## src/rtl/detect_event_logger_pkg.sv

```systemverilog
// Shared defaults and types for the detection event logger.
package detect_pkg;

    localparam int TS_W_DEFAULT  = 16;
    localparam int DEPTH_DEFAULT = 4;
    localparam int CNT_W_DEFAULT = 8;

    typedef logic [TS_W_DEFAULT-1:0] ts_t;

endpackage

```

## src/rtl/detect_event_logger_if.sv

```systemverilog
// Bus between the event logger and its environment: detector input,
// counter clear, and the first-word-fall-through timestamp stream.
interface detect_event_logger_if
    import detect_pkg::*;
#(
    parameter int TS_W  = TS_W_DEFAULT,
    parameter int CNT_W = CNT_W_DEFAULT
);

    logic             det_in;
    logic             clr_cnt;
    logic             out_ready;
    logic             out_valid;
    logic [TS_W-1:0]  out_data;
    logic [CNT_W-1:0] evt_count;
    logic             overflow;

    modport master (
        output det_in, clr_cnt, out_ready,
        input  out_valid, out_data, evt_count, overflow
    );

    modport slave (
        input  det_in, clr_cnt, out_ready,
        output out_valid, out_data, evt_count, overflow
    );

endinterface

```

## src/rtl/detect_event_logger_fifo.sv

```systemverilog
// First-word-fall-through FIFO holding event timestamps. Pointers carry
// one extra wrap bit so full and empty can be told apart without a counter.
module event_fifo
    import detect_pkg::*;
#(
    parameter int WIDTH = TS_W_DEFAULT,
    parameter int DEPTH = DEPTH_DEFAULT
) (
    input  logic             clk,
    input  logic             reset,
    input  logic             push,
    input  logic [WIDTH-1:0] push_data,
    input  logic             pop,
    output logic             full,
    output logic             empty,
    output logic [WIDTH-1:0] head
);

    localparam int AW = $clog2(DEPTH);

    logic [AW:0]      wr_ptr;
    logic [AW:0]      rd_ptr;
    logic [WIDTH-1:0] mem [DEPTH];
    logic             do_push;
    logic             do_pop;

    assign empty   = (wr_ptr == rd_ptr);
    assign full    = (wr_ptr[AW] != rd_ptr[AW]) && (wr_ptr[AW-1:0] == rd_ptr[AW-1:0]);
    assign do_pop  = pop && !empty;
    assign do_push = push && (!full || do_pop);
    assign head    = mem[rd_ptr[AW-1:0]];

    // Pointer advance; reset empties the FIFO without touching storage.
    always_ff @(posedge clk or posedge reset) begin
        if (reset) begin
            wr_ptr <= '0;
            rd_ptr <= '0;
        end else begin
            if (do_push) wr_ptr <= wr_ptr + {{AW{1'b0}}, 1'b1};
            if (do_pop)  rd_ptr <= rd_ptr + {{AW{1'b0}}, 1'b1};
        end
    end

    // Storage write; contents are meaningless outside the pointer window.
    always_ff @(posedge clk) begin
        if (do_push) mem[wr_ptr[AW-1:0]] <= push_data;
    end

endmodule

```

## src/rtl/detect_event_logger.sv

```systemverilog
// Timestamps rising edges of a sequence-detector output, queues them in a
// small FIFO and keeps a saturating event count plus a sticky drop flag.
module detect_event_logger
    import detect_pkg::*;
#(
    parameter int TS_W  = TS_W_DEFAULT,
    parameter int DEPTH = DEPTH_DEFAULT,
    parameter int CNT_W = CNT_W_DEFAULT
) (
    input logic clk,
    input logic reset,
    detect_event_logger_if.slave bus
);

    localparam logic [CNT_W-1:0] CNT_MAX = '1;

    logic [TS_W-1:0]  ts;
    logic             det_q;
    logic [CNT_W-1:0] evt_count_q;
    logic             overflow_q;
    logic             evt;
    logic             pop;
    logic             push;
    logic             drop;
    logic             fifo_full;
    logic             fifo_empty;
    logic [TS_W-1:0]  fifo_head;

    assign evt  = bus.det_in && !det_q;
    assign pop  = !fifo_empty && bus.out_ready;
    assign drop = evt && fifo_full && !pop;
    assign push = evt && !drop;

    // Free-running timestamp and the delayed detector sample for edge finding.
    always_ff @(posedge clk or posedge reset) begin
        if (reset) begin
            ts    <= '0;
            det_q <= 1'b0;
        end else begin
            ts    <= ts + {{(TS_W-1){1'b0}}, 1'b1};
            det_q <= bus.det_in;
        end
    end

    // Event counter saturates; clear wins but still counts a coincident event.
    always_ff @(posedge clk or posedge reset) begin
        if (reset) begin
            evt_count_q <= '0;
            overflow_q  <= 1'b0;
        end else if (bus.clr_cnt) begin
            evt_count_q <= evt ? {{(CNT_W-1){1'b0}}, 1'b1} : '0;
            overflow_q  <= drop;
        end else begin
            if (evt && evt_count_q != CNT_MAX)
                evt_count_q <= evt_count_q + {{(CNT_W-1){1'b0}}, 1'b1};
            if (drop)
                overflow_q <= 1'b1;
        end
    end

    event_fifo #(
        .WIDTH (TS_W),
        .DEPTH (DEPTH)
    ) u_fifo (
        .clk       (clk),
        .reset     (reset),
        .push      (push),
        .push_data (ts),
        .pop       (pop),
        .full      (fifo_full),
        .empty     (fifo_empty),
        .head      (fifo_head)
    );

    assign bus.out_valid = !fifo_empty;
    assign bus.out_data  = fifo_head;
    assign bus.evt_count = evt_count_q;
    assign bus.overflow  = overflow_q;

endmodule

```

## src/flat_wrapper.sv

```systemverilog
// flat-port wrapper written by rule: the top's interface ports become plain ports
module detect_event_logger_flat import detect_pkg::*;
#(
    parameter int TS_W  = TS_W_DEFAULT,
    parameter int DEPTH = DEPTH_DEFAULT,
    parameter int CNT_W = CNT_W_DEFAULT
)
  (clk, reset, bus_det_in, bus_clr_cnt, bus_out_ready, bus_out_valid, bus_out_data, bus_evt_count, bus_overflow);
  detect_event_logger_if #(.TS_W(TS_W), .CNT_W(CNT_W)) bus_i ();
  input logic clk;
  input logic reset;
  input wire logic [$bits(bus_i.det_in)-1:0] bus_det_in;
  input wire logic [$bits(bus_i.clr_cnt)-1:0] bus_clr_cnt;
  input wire logic [$bits(bus_i.out_ready)-1:0] bus_out_ready;
  output wire logic [$bits(bus_i.out_valid)-1:0] bus_out_valid;
  output wire logic [$bits(bus_i.out_data)-1:0] bus_out_data;
  output wire logic [$bits(bus_i.evt_count)-1:0] bus_evt_count;
  output wire logic [$bits(bus_i.overflow)-1:0] bus_overflow;
  assign bus_i.det_in = bus_det_in;
  assign bus_i.clr_cnt = bus_clr_cnt;
  assign bus_i.out_ready = bus_out_ready;
  assign bus_out_valid = bus_i.out_valid;
  assign bus_out_data = bus_i.out_data;
  assign bus_evt_count = bus_i.evt_count;
  assign bus_overflow = bus_i.overflow;
  detect_event_logger #(.TS_W(TS_W), .DEPTH(DEPTH), .CNT_W(CNT_W)) u_core (.clk(clk), .reset(reset), .bus(bus_i));
endmodule
```

## config.mk

```make
export PLATFORM = sky130hd
export DESIGN_NAME = detect_event_logger_flat
export DESIGN_NICKNAME = d
export VERILOG_FILES = /design/src/rtl/detect_event_logger_pkg.sv /design/src/rtl/detect_event_logger_if.sv /design/src/rtl/detect_event_logger_fifo.sv /design/src/rtl/detect_event_logger.sv /design/src/flat_wrapper.sv
export SDC_FILE = /design/constraint.sdc
export NUM_CORES = 1
export LEC_CHECK = 0
export BUFFER_PORTS_ARGS = -buffer_cell sky130_fd_sc_hd__buf_4
export CAP_MARGIN = 10
export CORE_MARGIN = 2
export CORE_UTILIZATION = 53
export DETAILED_ROUTE_END_ITERATION = 8
export GPL_TIMING_DRIVEN = 0
export HOLD_SLACK_MARGIN = 0.02
export MAX_ROUTING_LAYER = met4
export PLACE_DENSITY = 0.8
export SLEW_MARGIN = 20
export SYNTH_ARGS = -nofsm -noshare
export SYNTH_HDL_FRONTEND = slang
export SYNTH_SLANG_ARGS = --single-unit
```

## constraint.sdc

```tcl
create_clock -name clk -period 1.94 [get_ports clk]
set_input_delay 0.194 -clock clk [delete_from_list [all_inputs] [get_ports clk]]
set_output_delay 0.194 -clock clk [all_outputs]
set_load 0.03 [all_outputs]
```

# ---- After elaboration in Yosys (flattened, before gate mapping)
# Memories as Yosys holds them, arrays and structs flattened.
# Index checks and enable logic that the tools add are counted.
dict set report totals {
  mem_bits_rw 64
  inputBits 5
  wordCells 39
  out_inout_bits 26
  regBits 32
  memories 1
}
# memory words width read_ports rd_clocked_by_memory_dff write_ports line
set mem_list {}
lappend mem_list {u_core.u_fifo.mem 4 16 1 0 1 detect_event_logger_fifo.sv:23} ;# logic [WIDTH-1:0] mem [DEPTH];
dict set report op_classes {
  n_reduce_logical 17
  n_eq_ne 4
  n_addsub 4
  n_mux 7
}
# op count
set ops {}
lappend ops {{adder 16 x 1 -> 16 bit, second input constant} 1}
lappend ops {{2-to-1 mux 8 bit} 2}
lappend ops {{logical AND 1 bit} 9}
lappend ops {{adder 8 x 1 -> 8 bit, second input constant} 1}
lappend ops {{!= test 8 bit, second input constant} 1}
lappend ops {{adder 3 x 1 -> 3 bit, second input constant} 2}
lappend ops {{zero test 1 bit} 5}
lappend ops {{2-to-1 mux 1 bit} 5}
lappend ops {{nonzero test 2 bit} 2}
lappend ops {{equality test 3 bit} 1}
lappend ops {{equality test 2 bit} 1}
lappend ops {{logical OR 1 bit} 1}
lappend ops {{!= test 1 bit} 1}

# ---- Logic depth before layout (Yosys ltp)
# Gate-level depths: netlist of the first run.
dict set report logic_depth {
  word_depth 10
  depth_mapped 5
  ltp_nobuf 5
}

# ---- By module
# A second synthesis of the first run with hierarchy kept.
dict set report unflattened {
  cells_unflattened 235
  area_unflattened_um2 3961.3
}
# mod n_inst seq_area_each_um2 cells_each area_each_um2
set by_module_without_submodules {}
lappend by_module_without_submodules {event_fifo 1 2072.0 120 2775.2}
lappend by_module_without_submodules {detect_event_logger 1 650.6 115 1186.1}

# ---- Least setup slack after synthesis of the first run
# OpenSTA, ideal clock, no wires.
dict set report synth_path {
  path_kind {reg2reg}
  start {register u_core.u_fifo.rd_ptr[0]}
  end {memory u_core.u_fifo.mem[0][0] in the netlist's numbering, enable pin}
  t_arrival_ns 1.437
  path_buffers 1
  stages_incl_launch_ff 5
  required_ns 1.566
  setup_slack_ns 0.129
  cell_sequence {dfrtp_1 -> buf_6 -> xnor2_2 -> a41oi_4 -> and2_1}
}
dict set report synth_via {
  elab_chain_cells 10
}
# item line
set synth_lines {}
lappend synth_lines {{from (decl)} detect_event_logger_fifo.sv:22} ;# logic [AW:0] rd_ptr;
lappend synth_lines {{from (signal assigned)} detect_event_logger_fifo.sv:40} ;# if (do_pop) rd_ptr <= rd_ptr + {{AW{1'b0}}, 1'b1};
lappend synth_lines {{equality test 3 bit} detect_event_logger_fifo.sv:27} ;# assign empty = (wr_ptr == rd_ptr);
lappend synth_lines {{zero test 1 bit} {detect_event_logger_fifo.sv:29, detect_event_logger.sv:30}}
lappend synth_lines {{logical AND 1 bit} detect_event_logger.sv:30} ;# assign pop = !fifo_empty && bus.out_ready;
lappend synth_lines {{zero test 1 bit} detect_event_logger.sv:31} ;# assign drop = evt && fifo_full && !pop;
lappend synth_lines {{logical AND 1 bit} detect_event_logger.sv:31}
lappend synth_lines {{zero test 1 bit} detect_event_logger.sv:32} ;# assign push = evt && !drop;
lappend synth_lines {{logical AND 1 bit} detect_event_logger.sv:32}
lappend synth_lines {{logical AND 1 bit *} detect_event_logger_fifo.sv:30} ;# assign do_push = push && (!full || do_pop);
lappend synth_lines {{2-to-1 mux 1 bit *} detect_event_logger_fifo.sv:46} ;# if (do_push) mem[wr_ptr[AW-1:0]] <= push_data;
lappend synth_lines {{2-to-1 mux 1 bit (not written as such) *} detect_event_logger_fifo.sv:46}
lappend synth_lines {{to (decl)} detect_event_logger_fifo.sv:23}
# Every way passes the cells marked *; elsewhere a longest branch is shown, timed or not.

# ---- Worst setup path in the final report of the first run
dict set report layout_path {
  start {register u_core.u_fifo.rd_ptr[0]}
  end {output bus_out_data[7]}
}
dict set report layout_via {
  elab_chain_cells 1
}
# item line
set layout_lines {}
lappend layout_lines {{memory read (4 x 16 bit)} -}
lappend layout_lines {{to (decl)} flat_wrapper.sv:16} ;# output wire logic [$bits(bus_i.out_data)-1:0] bus_out_data;
# Every way passes these cells.

==> results of run 1 <==
[per-stage QoR]
step,hold slack [ns],std cells,util [%]
detailed placement,0.320,362,59.4
floorplan,0.225,234,-
CTS,0.0458,384,64.6
finish,0.0553,385,64.8
global placement,0.319,362,59.4
global route,0.0630,385,64.8
[critical path, cell delays in order (launching register included)]
cell                      delay (ns)
sky130_fd_sc_hd__dfrtp_1        0.39
sky130_fd_sc_hd__buf_8          0.13
sky130_fd_sc_hd__buf_6          0.13
sky130_fd_sc_hd__buf_12         0.13
sky130_fd_sc_hd__mux4_2         0.52
sky130_fd_sc_hd__buf_6          0.16
[routing by layer]
layer  track usage [%]  routed length, um  vias up
li1                  -                  -      978
met1              24.6               2890     1000
met2              25.6               3010       57
met3              3.01                314        2
met4              6.28                 10        0
met5                 -                  0        -
[cell usage in the layout (no fill, tap or decap), types with 2 or more instances in the layout]
cell / n
sky130_fd_sc_hd__xor2_2: 2
sky130_fd_sc_hd__a21oi_1: 4
sky130_fd_sc_hd__nand2_1: 17
sky130_fd_sc_hd__nand3_1: 9
sky130_fd_sc_hd__and2_4: 4
sky130_fd_sc_hd__dfrtp_1: 32
sky130_fd_sc_hd__o21ai_0: 3
sky130_fd_sc_hd__mux4_1: 2
sky130_fd_sc_hd__edfxtp_1: 64
sky130_fd_sc_hd__buf_6: 12
sky130_fd_sc_hd__inv_1: 8
sky130_fd_sc_hd__or3_1: 3
sky130_fd_sc_hd__nor3_1: 5
sky130_fd_sc_hd__xnor2_2: 2
sky130_fd_sc_hd__clkbuf_8: 9
sky130_fd_sc_hd__xnor2_1: 10
sky130_fd_sc_hd__a31oi_1: 2
sky130_fd_sc_hd__clkinv_1: 2
sky130_fd_sc_hd__o21ai_1: 2
sky130_fd_sc_hd__nand4_1: 4
sky130_fd_sc_hd__dlygate4sd3_1: 2
sky130_fd_sc_hd__mux4_2: 14
sky130_fd_sc_hd__bufinv_16: 3
sky130_fd_sc_hd__ha_1: 7
sky130_fd_sc_hd__nor2_1: 9
sky130_fd_sc_hd__buf_4: 22
sky130_fd_sc_hd__nand2b_1: 3
sky130_fd_sc_hd__xor2_1: 6
[state kept, by name, indices dropped and copies added, names as in the netlist]
signal                count
u_core.u_fifo.mem        64
u_core.u_fifo.wr_ptr      3
u_core.ts                16
u_core.bus.evt_count      8
u_core.u_fifo.rd_ptr      3
u_core.bus.overflow       1
u_core.det_q              1
[worst paths after layout]
path                                                startpoint                                  end
setup / recovery           u_core.u_fifo.rd_ptr[0]$_DFFE_PP0P_                      bus_out_data[7]
hold / removal                                   bus_out_ready      u_core.bus.overflow$_DFFE_PP0P_
setup reg to reg           u_core.u_fifo.rd_ptr[1]$_DFFE_PP0P_    u_core.u_fifo.mem[3][8]$_DFFE_PP_
hold reg to reg                u_core.bus.overflow$_DFFE_PP0P_      u_core.bus.overflow$_DFFE_PP0P_
max in group asynchronous                                reset  u_core.bus.evt_count[1]$_DFFE_PP0P_
min in group asynchronous                                reset  u_core.bus.evt_count[6]$_DFFE_PP0P_
[cell type report]
type	count	share of cell area [%]
sequential	96	58.2
multi-input combinational	124	24.8
timing repair buffer	36	7.28
clock buffer	9	2.65
tap	99	2.65
clock inverter	7	2.52
buffer	5	1.15
inverter	9	0.723
[cells by family after synthesis]
family,after synthesis
flip-flops,96
buffers and inverters,14
adder cells (fa/ha/maj),7
AND/OR/NAND/NOR,62
AO/OA/AOI/OAI,17
multiplexers,18
XOR/XNOR,20
[power by group through the flow]
| stage | Sequential (mW) | Clock, mW | Combinational (mW) |
|---|---|---|---|
| 3_3_place_gp | 2.58 | 0 | 1.75 |
| 4_1_cts | 2.55 | 1.56 | 2.06 |
| 6_report | 2.55 | 1.54 | 2.06 |
| 5_1_grt | 2.57 | 1.65 | 2.24 |
| 2_1_floorplan | 2.58 | 0 | 1.28 |
| 3_5_place_dp | 2.60 | 0 | 1.78 |
[what timing repair did]
action,in CTS,in global routing
hold buffers,2,0
endpoints found under the setup margin,57,64
cloned,1,0
hold endpoints to repair,33,0
buffers inserted,3,1
resized for setup,22,5
==> tab_implementation.tex, run 1 <==
\begin{tabular}{lr}
\hline
Metric & Value \\
\hline
\multicolumn{2}{l}{\textbf{Outcome}} \\
Status & complete, but fails checks \\
Violations in the final reports & setup timing \\
\multicolumn{2}{l}{\textbf{Synthesis}} \\
Main combinational cell family by area after synthesis & multiplexers \\
Post-synthesis instance area & 0.00394 sq mm \\
Dominant cell by count in the synthesized netlist & sky130\_fd\_sc\_hd\_\_edfxtp\_1 \\
Cell variety after synth & 43 \\
Cell accounting for the most synthesized area & sky130\_fd\_sc\_hd\_\_edfxtp\_1 \\
Top cells by instance count after synthesis & sky130\_fd\_sc\_hd\_\_edfxtp\_1, sky130\_fd\_sc\_hd\_\_dfrtp\_1, sky130\_fd\_sc\_hd\_\_nand2\_1 \\
Area fraction in compound gates after synthesis & 3.14\% \\
Simple-gate share of the synthesized area & 8.76\% \\
Mean instance size in the synthesized netlist & 16.8 sq um \\
Primary flip-flop cell chosen by synthesis mapping & sky130\_fd\_sc\_hd\_\_edfxtp\_1 \\
Xor/xnor cell area share of the yosys netlist & 5.20\% \\
Number of standard cells after synthesis & 234 \\
Top cell type's share of synthesized area & 48.7\% \\
Share of synthesized flip-flops with an asynchronous set or reset & 33.3\% \\
Cell types occupying the most area after synthesis & sky130\_fd\_sc\_hd\_\_edfxtp\_1, sky130\_fd\_sc\_hd\_\_dfrtp\_1, sky130\_fd\_sc\_hd\_\_mux4\_2 \\
Share of synthesized area occupied by flip-flops and latches & 69.1\% \\
Number of synthesized flops with an enable pin & 64 \\
Syn Nets & 246 \\
Total of flip-flops plus latches after synthesis & 96 \\
Multiplexer fraction of the synthesized cell area & 9.97\% \\
Adder-Cell Fraction of Synth Area & 2.22\% \\
Syn. warnings & 0 \\
\multicolumn{2}{l}{\textbf{Layout}} \\
Multi-input gate area & 0.00116 sq mm \\
Relative area change from synthesis to final layout & 18.6\% \\
Final-layout fill cell count & 510 \\
Area taken by flip-flops and latches & 0.00272 sq mm \\
Antenna Cells & 0 \\
Total non-filler cell area in the finished layout & 0.00467 sq mm \\
Net total in the final layout & 293 \\
Ratio of cells with drive above 1 in the final layout & 27.6\% \\
\multicolumn{2}{l}{\textbf{Placed design}} \\
Count of port buffers added during placement & 29 \\
Cell area reported after detailed placement & 0.00428 sq mm \\
Worst setup slack before clock tree synthesis & -0.254 ns \\
HPWL after detailed placement & 3880 um \\
Final GP Congestion & 0.729 \\
\multicolumn{2}{l}{\textbf{Floorplanning}} \\
Starting density of the core & 54.6\% \\
Core area & 0.00721 sq mm \\
Die footprint & 0.00815 sq mm \\
Vertical extent of the die & 90.3 um \\
Width of the die & 90.3 um \\
Top-level I/O count & 31 \\
Cell Rows & 31 \\
\multicolumn{2}{l}{\textbf{Power}} \\
Logic gate share of total power & 33.6\% \\
Cell internal power dissipation & 4.27 mW \\
Power per standard cell area & 1320 mW/mm\^{}2 \\
Static power due to leakage & 1.74 nW \\
Sw Ratio & 30.5\% \\
Design Power & 6.15 mW \\
NetSw & 1.88 mW \\
Sequential fraction of design power & 41.4\% \\
Share of power burned in the clock network & 25.0\% \\
Maximum resistive drop on vdd & 0.000744 V \\
\multicolumn{2}{l}{\textbf{Timing}} \\
Final cycle utilization of the critical path & 103\% \\
Min cycle time layout & 1.99 ns \\
Unrepaired setup endpoints after global routing & yes \\
Final Setup Violations & 10 \\
Final Hold Violating Endpoints & 0 \\
Final slew viol count & 0 \\
Worst slew margin relative to its limit & 55.6\% \\
Final Skew & 0.00801 ns \\
Sum Neg Setup Slack & -0.233 ns \\
Highest Clock Rate & 502 MHz \\
Worst slew pin tran & 0.666 ns \\
Setup WS post-layout & -0.0533 ns \\
\multicolumn{2}{l}{\textbf{Routing}} \\
Detail Route Antenna Nets & 0 \\
Total detailed-routing wirelength & 6230 um \\
Detailed-route vias per instance & 5.29 \\
First drt pass iteration count & 4 \\
Number of remaining DRC errors & 0 \\
First-iteration detailed-routing DRC count & 105 \\
Total vias in the final route & 2037 \\
Routed length per instance & 16.2 um \\
\multicolumn{2}{l}{\textbf{Clock tree}} \\
Number of buffers on the longest clock path & 2 \\
Number of buffers created by CTS & 9 \\
Root buffer selected by CTS & sky130\_fd\_sc\_hd\_\_clkbuf\_8 \\
Insertion delay to the later sink of the worst-skew pair & 0.35 ns \\
CTS tree & built \\
Clock slew at the register clock pins of the worst setup and hold paths & 0.09 ns \\
Number of H-tree levels & 3 \\
Clock Sinks & 96 \\
\multicolumn{2}{l}{\textbf{Worst setup path}} \\
Arr. time, crit path & 1.80 ns \\
Type of the worst setup path & reg -> out \\
Top fanout value on the critical path & 5 \\
Startpoint Class & register \\
R2R Setup Slk & 0.18 ns \\
Required time of the critical path & 1.75 ns \\
Length in cells of the worst reg-to-reg path & 4 \\
Kind of end point of the critical path & output port \\
\multicolumn{2}{l}{\textbf{Worst hold path}} \\
Class of the tightest hold or removal check & in -> reg \\
Worst hold path cell count & 2 \\
\multicolumn{2}{l}{\textbf{GRT}} \\
Sum of overflow across all layers after global routing & 0 \\
First-pass GRT wire length & 10500 um \\
Vias in the first global route & 2046 \\
Number of antenna violations at the first check in global routing & 0 \\
Global-route usage over all layers & 17.3\% \\
Pin count of the biggest net entering global routing & 33 \\
\multicolumn{2}{l}{\textbf{Run}} \\
Number of max-capacitance violations reported & 0 \\
\hline
\end{tabular}
Power figures use the tool's default switching activity.
==> inputs of run 2 (changes only) <==
--- a/config.mk
+++ b/config.mk
@@ -13,7 +13,7 @@
 export GPL_TIMING_DRIVEN = 0
 export HOLD_SLACK_MARGIN = 0.02
 export MAX_ROUTING_LAYER = met4
-export PLACE_DENSITY = 0.8
+export PLACE_DENSITY = 0.75
 export SLEW_MARGIN = 20
 export SYNTH_ARGS = -nofsm -noshare
 export SYNTH_HDL_FRONTEND = slang
==> run 2 against run 1 <==
Against the previous run: total power fell by 2.4%; count of clock-buffer cells in the layout up 1; critical endpoint is now bus_out_data[8]; clock skew down 0.0013 ns; highest routed layer unchanged; the run now ends clean; clock power is 12% lower; core utilization is 0.14 points lower; design area down 0.21%; critical path type unchanged; register-to-register slack lost 0.15 ns; fmax rose by 3.8%; cell count unchanged; global-route usage increased by 0.087 points; worst hold slack worse by 0.0085 ns.
==> tab_implementation.tex, run 2 (same netlist as run 1, synthesis figures left out) <==
\begin{tabular}{lr}
\hline
Metric & Value \\
\hline
\multicolumn{2}{l}{\textbf{Timing}} \\
Worst slew pin tran & 0.681 ns \\
Highest Clock Rate & 521 MHz \\
Final Hold Violating Endpoints & 0 \\
Final Setup Violations & 0 \\
Sum Neg Setup Slack & 0 ns \\
Final slew viol count & 0 \\
Min cycle time layout & 1.92 ns \\
Final Skew & 0.00674 ns \\
Final cycle utilization of the critical path & 99.0\% \\
Unrepaired setup endpoints after global routing & yes \\
Worst slew margin relative to its limit & 54.5\% \\
\multicolumn{2}{l}{\textbf{Placed design}} \\
HPWL after detailed placement & 3980 um \\
Final GP Congestion & 0.735 \\
Count of port buffers added during placement & 29 \\
\multicolumn{2}{l}{\textbf{Layout}} \\
Net total in the final layout & 293 \\
Ratio of cells with drive above 1 in the final layout & 28.3\% \\
Leading cell type in the layout, fill and taps excluded & sky130\_fd\_sc\_hd\_\_edfxtp\_1 \\
Antenna Cells & 0 \\
Most frequent cells in the layout & sky130\_fd\_sc\_hd\_\_edfxtp\_1, sky130\_fd\_sc\_hd\_\_dfrtp\_1, sky130\_fd\_sc\_hd\_\_buf\_4 \\
Number of flip-flops in the largest register & 64 \\
Relative area change from synthesis to final layout & 18.3\% \\
\multicolumn{2}{l}{\textbf{Clock tree}} \\
Number of buffers on the longest clock path & 2 \\
Clock slew at the register clock pins of the worst setup and hold paths & 0.09 ns \\
Insertion delay to the later sink of the worst-skew pair & 0.36 ns \\
CTS tree & built \\
Number of buffers created by CTS & 9 \\
Root buffer selected by CTS & sky130\_fd\_sc\_hd\_\_clkbuf\_8 \\
Clock Sinks & 96 \\
Number of H-tree levels & 3 \\
\multicolumn{2}{l}{\textbf{Floorplanning}} \\
Vertical extent of the die & 90.3 um \\
Core area & 0.00721 sq mm \\
Die footprint & 0.00815 sq mm \\
Width of the die & 90.3 um \\
Starting density of the core & 54.6\% \\
Top-level I/O count & 31 \\
Cell Rows & 31 \\
\multicolumn{2}{l}{\textbf{GRT}} \\
Vias in the first global route & 2081 \\
Global-route usage over all layers & 17.4\% \\
Number of antenna violations at the first check in global routing & 0 \\
First-pass GRT wire length & 10400 um \\
Pin count of the biggest net entering global routing & 33 \\
Sum of overflow across all layers after global routing & 0 \\
\multicolumn{2}{l}{\textbf{Outcome}} \\
Status & completed \\
\multicolumn{2}{l}{\textbf{Power}} \\
Maximum resistive drop on vdd & 0.000720 V \\
Power per standard cell area & 1290 mW/mm\^{}2 \\
Design Power & 6.00 mW \\
Static power due to leakage & 1.73 nW \\
\multicolumn{2}{l}{\textbf{Worst setup path}} \\
Arr. time, crit path & 1.73 ns \\
Worst setup startpoint & u\_core.u\_fifo.rd\_ptr[0]\$\_DFFE\_PP0P\_ \\
Type of the worst setup path & reg -> out \\
Kind of end point of the critical path & output port \\
Startpoint Class & register \\
Required time of the critical path & 1.75 ns \\
R2R Setup Slk & 0.03 ns \\
Top fanout value on the critical path & 7 \\
Launching point of the worst reg2reg path & u\_core.u\_fifo.rd\_ptr[1]\$\_DFFE\_PP0P\_ \\
\multicolumn{2}{l}{\textbf{Routing}} \\
Total detailed-routing wirelength & 6320 um \\
First drt pass iteration count & 4 \\
Detailed-route vias per instance & 5.45 \\
Total vias in the final route & 2099 \\
Routed length per instance & 16.4 um \\
First-iteration detailed-routing DRC count & 110 \\
Detail Route Antenna Nets & 0 \\
Number of remaining DRC errors & 0 \\
\multicolumn{2}{l}{\textbf{Worst hold path}} \\
Hold\_sp & bus\_out\_ready \\
Class of the tightest hold or removal check & in -> reg \\
\multicolumn{2}{l}{\textbf{Run}} \\
Number of max-capacitance violations reported & 0 \\
\hline
\end{tabular}
==> run 2: cell count changes in the layout (fill, tap and decap cells not counted), moves of 2 or more <==
cell / delta
sky130_fd_sc_hd__buf_4: -4
sky130_fd_sc_hd__buf_6: +3
sky130_fd_sc_hd__and2_2: +2
sky130_fd_sc_hd__and2_4: -2
sky130_fd_sc_hd__bufinv_16: -2
sky130_fd_sc_hd__clkinv_1: -2
==> run 2: final cells by class <==
cell class                 instances  area [sq um]
timing repair buffer              36           362
inverter                           9          33.8
fill                             530          2550
multi-input combinational        124          1160
sequential                        96          2720
tap                               99           124
clock buffer                      10           138
clock inverter                     6          75.1
buffer                             5          53.8
==> run 2: repair_timing <==
item | in CTS | in global routing
gates resized for setup | 19 | 8
cloned | 0 | 1
setup buffers | 3 | 1
hold buffers | 2 | 0
endpoints found under the hold margin | 33 | 0
setup endpoints to repair | 57 | 61
==> run 2: routing by layer <==
metal	vias up	track usage, %	part of all wire, %
met5	-	-	0
met4	0	6.67	1.2
met3	8	5.26	4.7
met2	58	27.3	51
met1	1056	21.5	43
li1	977	-	-
==> run 2: worst paths after layout <==
kind                                                       end  cells past startpoint
min reg2reg                    u_core.bus.overflow$_DFFE_PP0P_                      2
min                            u_core.bus.overflow$_DFFE_PP0P_                      2
min in group asynchronous  u_core.bus.evt_count[5]$_DFFE_PP0P_                      3
max                                            bus_out_data[8]                      4
max in group asynchronous               u_core.ts[6]$_DFF_PP0_                      3
max reg2reg                  u_core.u_fifo.mem[1][6]$_DFFE_PP_                      4
==> run 2: critical path: stages, from the launching register on <==
cell and delay, ns:
sky130_fd_sc_hd__dfrtp_1 0.38, sky130_fd_sc_hd__buf_8 0.17, sky130_fd_sc_hd__clkbuf_16 0.16, sky130_fd_sc_hd__mux4_2 0.50, sky130_fd_sc_hd__buf_6 0.15
==> run 2: where the power goes <==
part / total (mW) / internal [mW] / switching (mW) / leakage, nW
sequential: 2.55 / 2.43 / 0.120 / 0.954
combinational: 2.10 / 1.01 / 1.09 / 0.673
clock: 1.36 / 0.651 / 0.706 / 0.105
==> run 2: through the flow <==
step	hold WS [ns]	area (sq um)	std cells	utilization (%)	worst slack, ns
floorplan	0.225	3940	234	-	0.129
global placement	0.320	4280	362	59.4	-0.249
detailed placement	0.321	4280	362	59.4	-0.304
CTS	0.0286	4610	383	63.9	-0.0217
global route	0.0424	4660	385	64.7	-0.0653
finish	0.0468	4660	385	64.7	0.0191
==> inputs of run 3 (changes only) <==
--- a/config.mk
+++ b/config.mk
@@ -8,12 +8,12 @@
 export BUFFER_PORTS_ARGS = -buffer_cell sky130_fd_sc_hd__buf_4
 export CAP_MARGIN = 10
 export CORE_MARGIN = 2
-export CORE_UTILIZATION = 53
+export CORE_UTILIZATION = 59
 export DETAILED_ROUTE_END_ITERATION = 8
 export GPL_TIMING_DRIVEN = 0
 export HOLD_SLACK_MARGIN = 0.02
 export MAX_ROUTING_LAYER = met4
-export PLACE_DENSITY = 0.75
+export PLACE_DENSITY = 0.79
 export SLEW_MARGIN = 20
 export SYNTH_ARGS = -nofsm -noshare
 export SYNTH_HDL_FRONTEND = slang
==> constraint.sdc (replaced) <==
create_clock -name clk -period 1.8 [get_ports clk]
set_input_delay 0.18 -clock clk [delete_from_list [all_inputs] [get_ports clk]]
set_output_delay 0.18 -clock clk [all_outputs]
set_load 0.03 [all_outputs]
==> run 3 against run 2 <==
Against the previous run: the flow now finishes with violations (DRC, setup timing); flip-flop and latch count did not move; sequential power up 8.2%; worst setup slack lost 0.12 ns; first-iteration DRC count up 17%; via count up 2.5%; register-to-register slack better by 0.03 ns; combinational power increased by 17%; total power rose by 9.1%; clock power is essentially flat; largest cell class unchanged.
==> tab_implementation.tex, run 3 (same netlist as run 1, synthesis figures left out) <==
\begin{tabular}{lr}
\hline
Metric & Value \\
\hline
\multicolumn{2}{l}{\textbf{Power}} \\
Logic gate share of total power & 37.6\% \\
Sw Ratio & 33.7\% \\
Power per standard cell area & 1400 mW/mm\^{}2 \\
Cell internal power dissipation & 4.34 mW \\
NetSw & 2.20 mW \\
Maximum resistive drop on vdd & 0.000831 V \\
Share of power burned in the clock network & 20.2\% \\
Design Power & 6.55 mW \\
Static power due to leakage & 1.76 nW \\
Sequential fraction of design power & 42.1\% \\
\multicolumn{2}{l}{\textbf{Floorplanning}} \\
Vertical extent of the die & 85.7 um \\
Core area & 0.00642 sq mm \\
Width of the die & 85.7 um \\
Starting density of the core & 61.4\% \\
Cell Rows & 29 \\
Die footprint & 0.00735 sq mm \\
Top-level I/O count & 31 \\
\multicolumn{2}{l}{\textbf{Worst setup path}} \\
Kind of end point of the critical path & output port \\
Required time of the critical path & 1.62 ns \\
Top fanout value on the critical path & 7 \\
Arr. time, crit path & 1.72 ns \\
Type of the worst setup path & reg -> out \\
Startpoint Class & register \\
\multicolumn{2}{l}{\textbf{Placed design}} \\
HPWL after detailed placement & 3950 um \\
Final GP Congestion & 0.738 \\
Cell area reported after detailed placement & 0.00426 sq mm \\
Count of port buffers added during placement & 29 \\
\multicolumn{2}{l}{\textbf{GRT}} \\
Number of antenna violations at the first check in global routing & 0 \\
First-pass GRT wire length & 10500 um \\
Global-route usage over all layers & 20.3\% \\
Sum of overflow across all layers after global routing & 0 \\
Vias in the first global route & 2042 \\
Pin count of the biggest net entering global routing & 33 \\
\multicolumn{2}{l}{\textbf{Clock tree}} \\
Number of buffers created by CTS & 9 \\
Number of buffers on the longest clock path & 2 \\
Number of H-tree levels & 3 \\
Clock Sinks & 96 \\
CTS tree & built \\
Insertion delay to the later sink of the worst-skew pair & 0.36 ns \\
Root buffer selected by CTS & sky130\_fd\_sc\_hd\_\_clkbuf\_8 \\
Clock slew at the register clock pins of the worst setup and hold paths & 0.09 ns \\
\multicolumn{2}{l}{\textbf{Timing}} \\
Worst slew margin relative to its limit & 53.6\% \\
Final Hold Violating Endpoints & 0 \\
Final slew viol count & 0 \\
Worst slew pin tran & 0.696 ns \\
Final Skew & 0.00947 ns \\
Min cycle time layout & 1.90 ns \\
Unrepaired setup endpoints after global routing & yes \\
Final cycle utilization of the critical path & 106\% \\
Highest Clock Rate & 526 MHz \\
Setup WS post-layout & -0.102 ns \\
Final Setup Violations & 16 \\
\multicolumn{2}{l}{\textbf{Outcome}} \\
Violations in the final reports & DRC, setup timing \\
Status & complete, but fails checks \\
\multicolumn{2}{l}{\textbf{Routing}} \\
Detail Route Antenna Nets & 0 \\
Routed length per instance & 19.2 um \\
First-iteration detailed-routing DRC count & 129 \\
Detailed-route vias per instance & 5.80 \\
First drt pass iteration count & 8 \\
Number of remaining DRC errors & 2 \\
Total detailed-routing wirelength & 7120 um \\
Total vias in the final route & 2152 \\
\multicolumn{2}{l}{\textbf{Layout}} \\
Ratio of cells with drive above 1 in the final layout & 30.3\% \\
Most frequent cells in the layout & sky130\_fd\_sc\_hd\_\_edfxtp\_1, sky130\_fd\_sc\_hd\_\_dfrtp\_1, sky130\_fd\_sc\_hd\_\_buf\_4 \\
Total non-filler cell area in the finished layout & 0.00469 sq mm \\
Number of flip-flops in the largest register & 64 \\
Net total in the final layout & 301 \\
Leading cell type in the layout, fill and taps excluded & sky130\_fd\_sc\_hd\_\_edfxtp\_1 \\
Relative area change from synthesis to final layout & 18.9\% \\
Final-layout fill cell count & 397 \\
Antenna Cells & 0 \\
\multicolumn{2}{l}{\textbf{Run}} \\
Number of max-capacitance violations reported & 0 \\
\multicolumn{2}{l}{\textbf{Worst hold path}} \\
Class of the tightest hold or removal check & in -> reg \\
\hline
\end{tabular}
[run 3: path summary, 6_finish.rpt]
check	start	to	slack, ns	cells after the start
max	u_core.u_fifo.rd_ptr[0]$_DFFE_PP0P_	bus_out_data[11]	-0.10	4
min	bus_out_ready	u_core.bus.overflow$_DFFE_PP0P_	0.05	2
max reg2reg	u_core.u_fifo.rd_ptr[1]$_DFFE_PP0P_	u_core.u_fifo.mem[0][7]$_DFFE_PP_	0.06	4
min reg2reg	u_core.bus.overflow$_DFFE_PP0P_	u_core.bus.overflow$_DFFE_PP0P_	0.52	2
max in group asynchronous	reset	u_core.ts[7]$_DFF_PP0_	0.87	3
min in group asynchronous	reset	u_core.ts[14]$_DFF_PP0_	0.49	3
[run 3: critical path: stages, from the launching register on]
cell                      delay, ns
sky130_fd_sc_hd__dfrtp_1       0.38
sky130_fd_sc_hd__buf_8         0.16
sky130_fd_sc_hd__buf_12        0.14
sky130_fd_sc_hd__mux4_2        0.52
sky130_fd_sc_hd__buf_6         0.16
[run 3: metal layers]
metal	routed length, um	track usage (%)
met5	0	-
met1	3160	27.1
met3	250	4.72
met4	121	7.79
met2	3580	30.9
[run 3: layout make-up]
type	count	area (sq um)	share of cell area, %
Buffer	5	60.1	1.28
Clock buffer	9	124	2.64
Timing Repair Buffer	40	385	8.22
Sequential cell	96	2720	58.1
Inverter	9	33.8	0.721
Clock inverter	7	62.6	1.34
Multi-Input combinational cell	128	1200	25.6
Tap cell	77	96.3	2.06
[run 3: repair_timing]
| item | 4_1_cts | 5_1_grt |
|---|---|---|
| gates resized for setup | 30 | 5 |
| gates cloned | 1 | 4 |
| pin swaps | 0 | 5 |
| hold buffers | 2 | 0 |
| endpoints found under the setup margin | 61 | 81 |
| hold endpoints to repair | 33 | 0 |
| setup buffers | 5 | 3 |
[run 3: power groups by stage]
| stage | clock network, mW | logic [mW] | registers [mW] |
|---|---|---|---|
| finish | 1.33 | 2.46 | 2.76 |
| global route | 1.42 | 2.62 | 2.79 |
| detailed placement | 0 | 1.92 | 2.80 |
| CTS | 1.34 | 2.36 | 2.76 |
| global placement | 0 | 1.88 | 2.78 |
| floorplan | 0 | 1.39 | 2.78 |
[run 3: per-stage QoR]
stage          std cells  utilization (%)  worst slack (ns)  hold slack, ns  TNS (ns)
2_1_floorplan        234                -             0.167           0.211         0
3_3_place_gp         340             66.3           -0.0863           0.305     -4.20
3_5_place_dp         340             66.3            -0.117           0.307     -5.45
4_1_cts              364             72.1            -0.133          0.0407     -1.44
5_1_grt              371             73.0            -0.173          0.0619     -2.12
6_report             371             73.0            -0.102          0.0485     -1.11
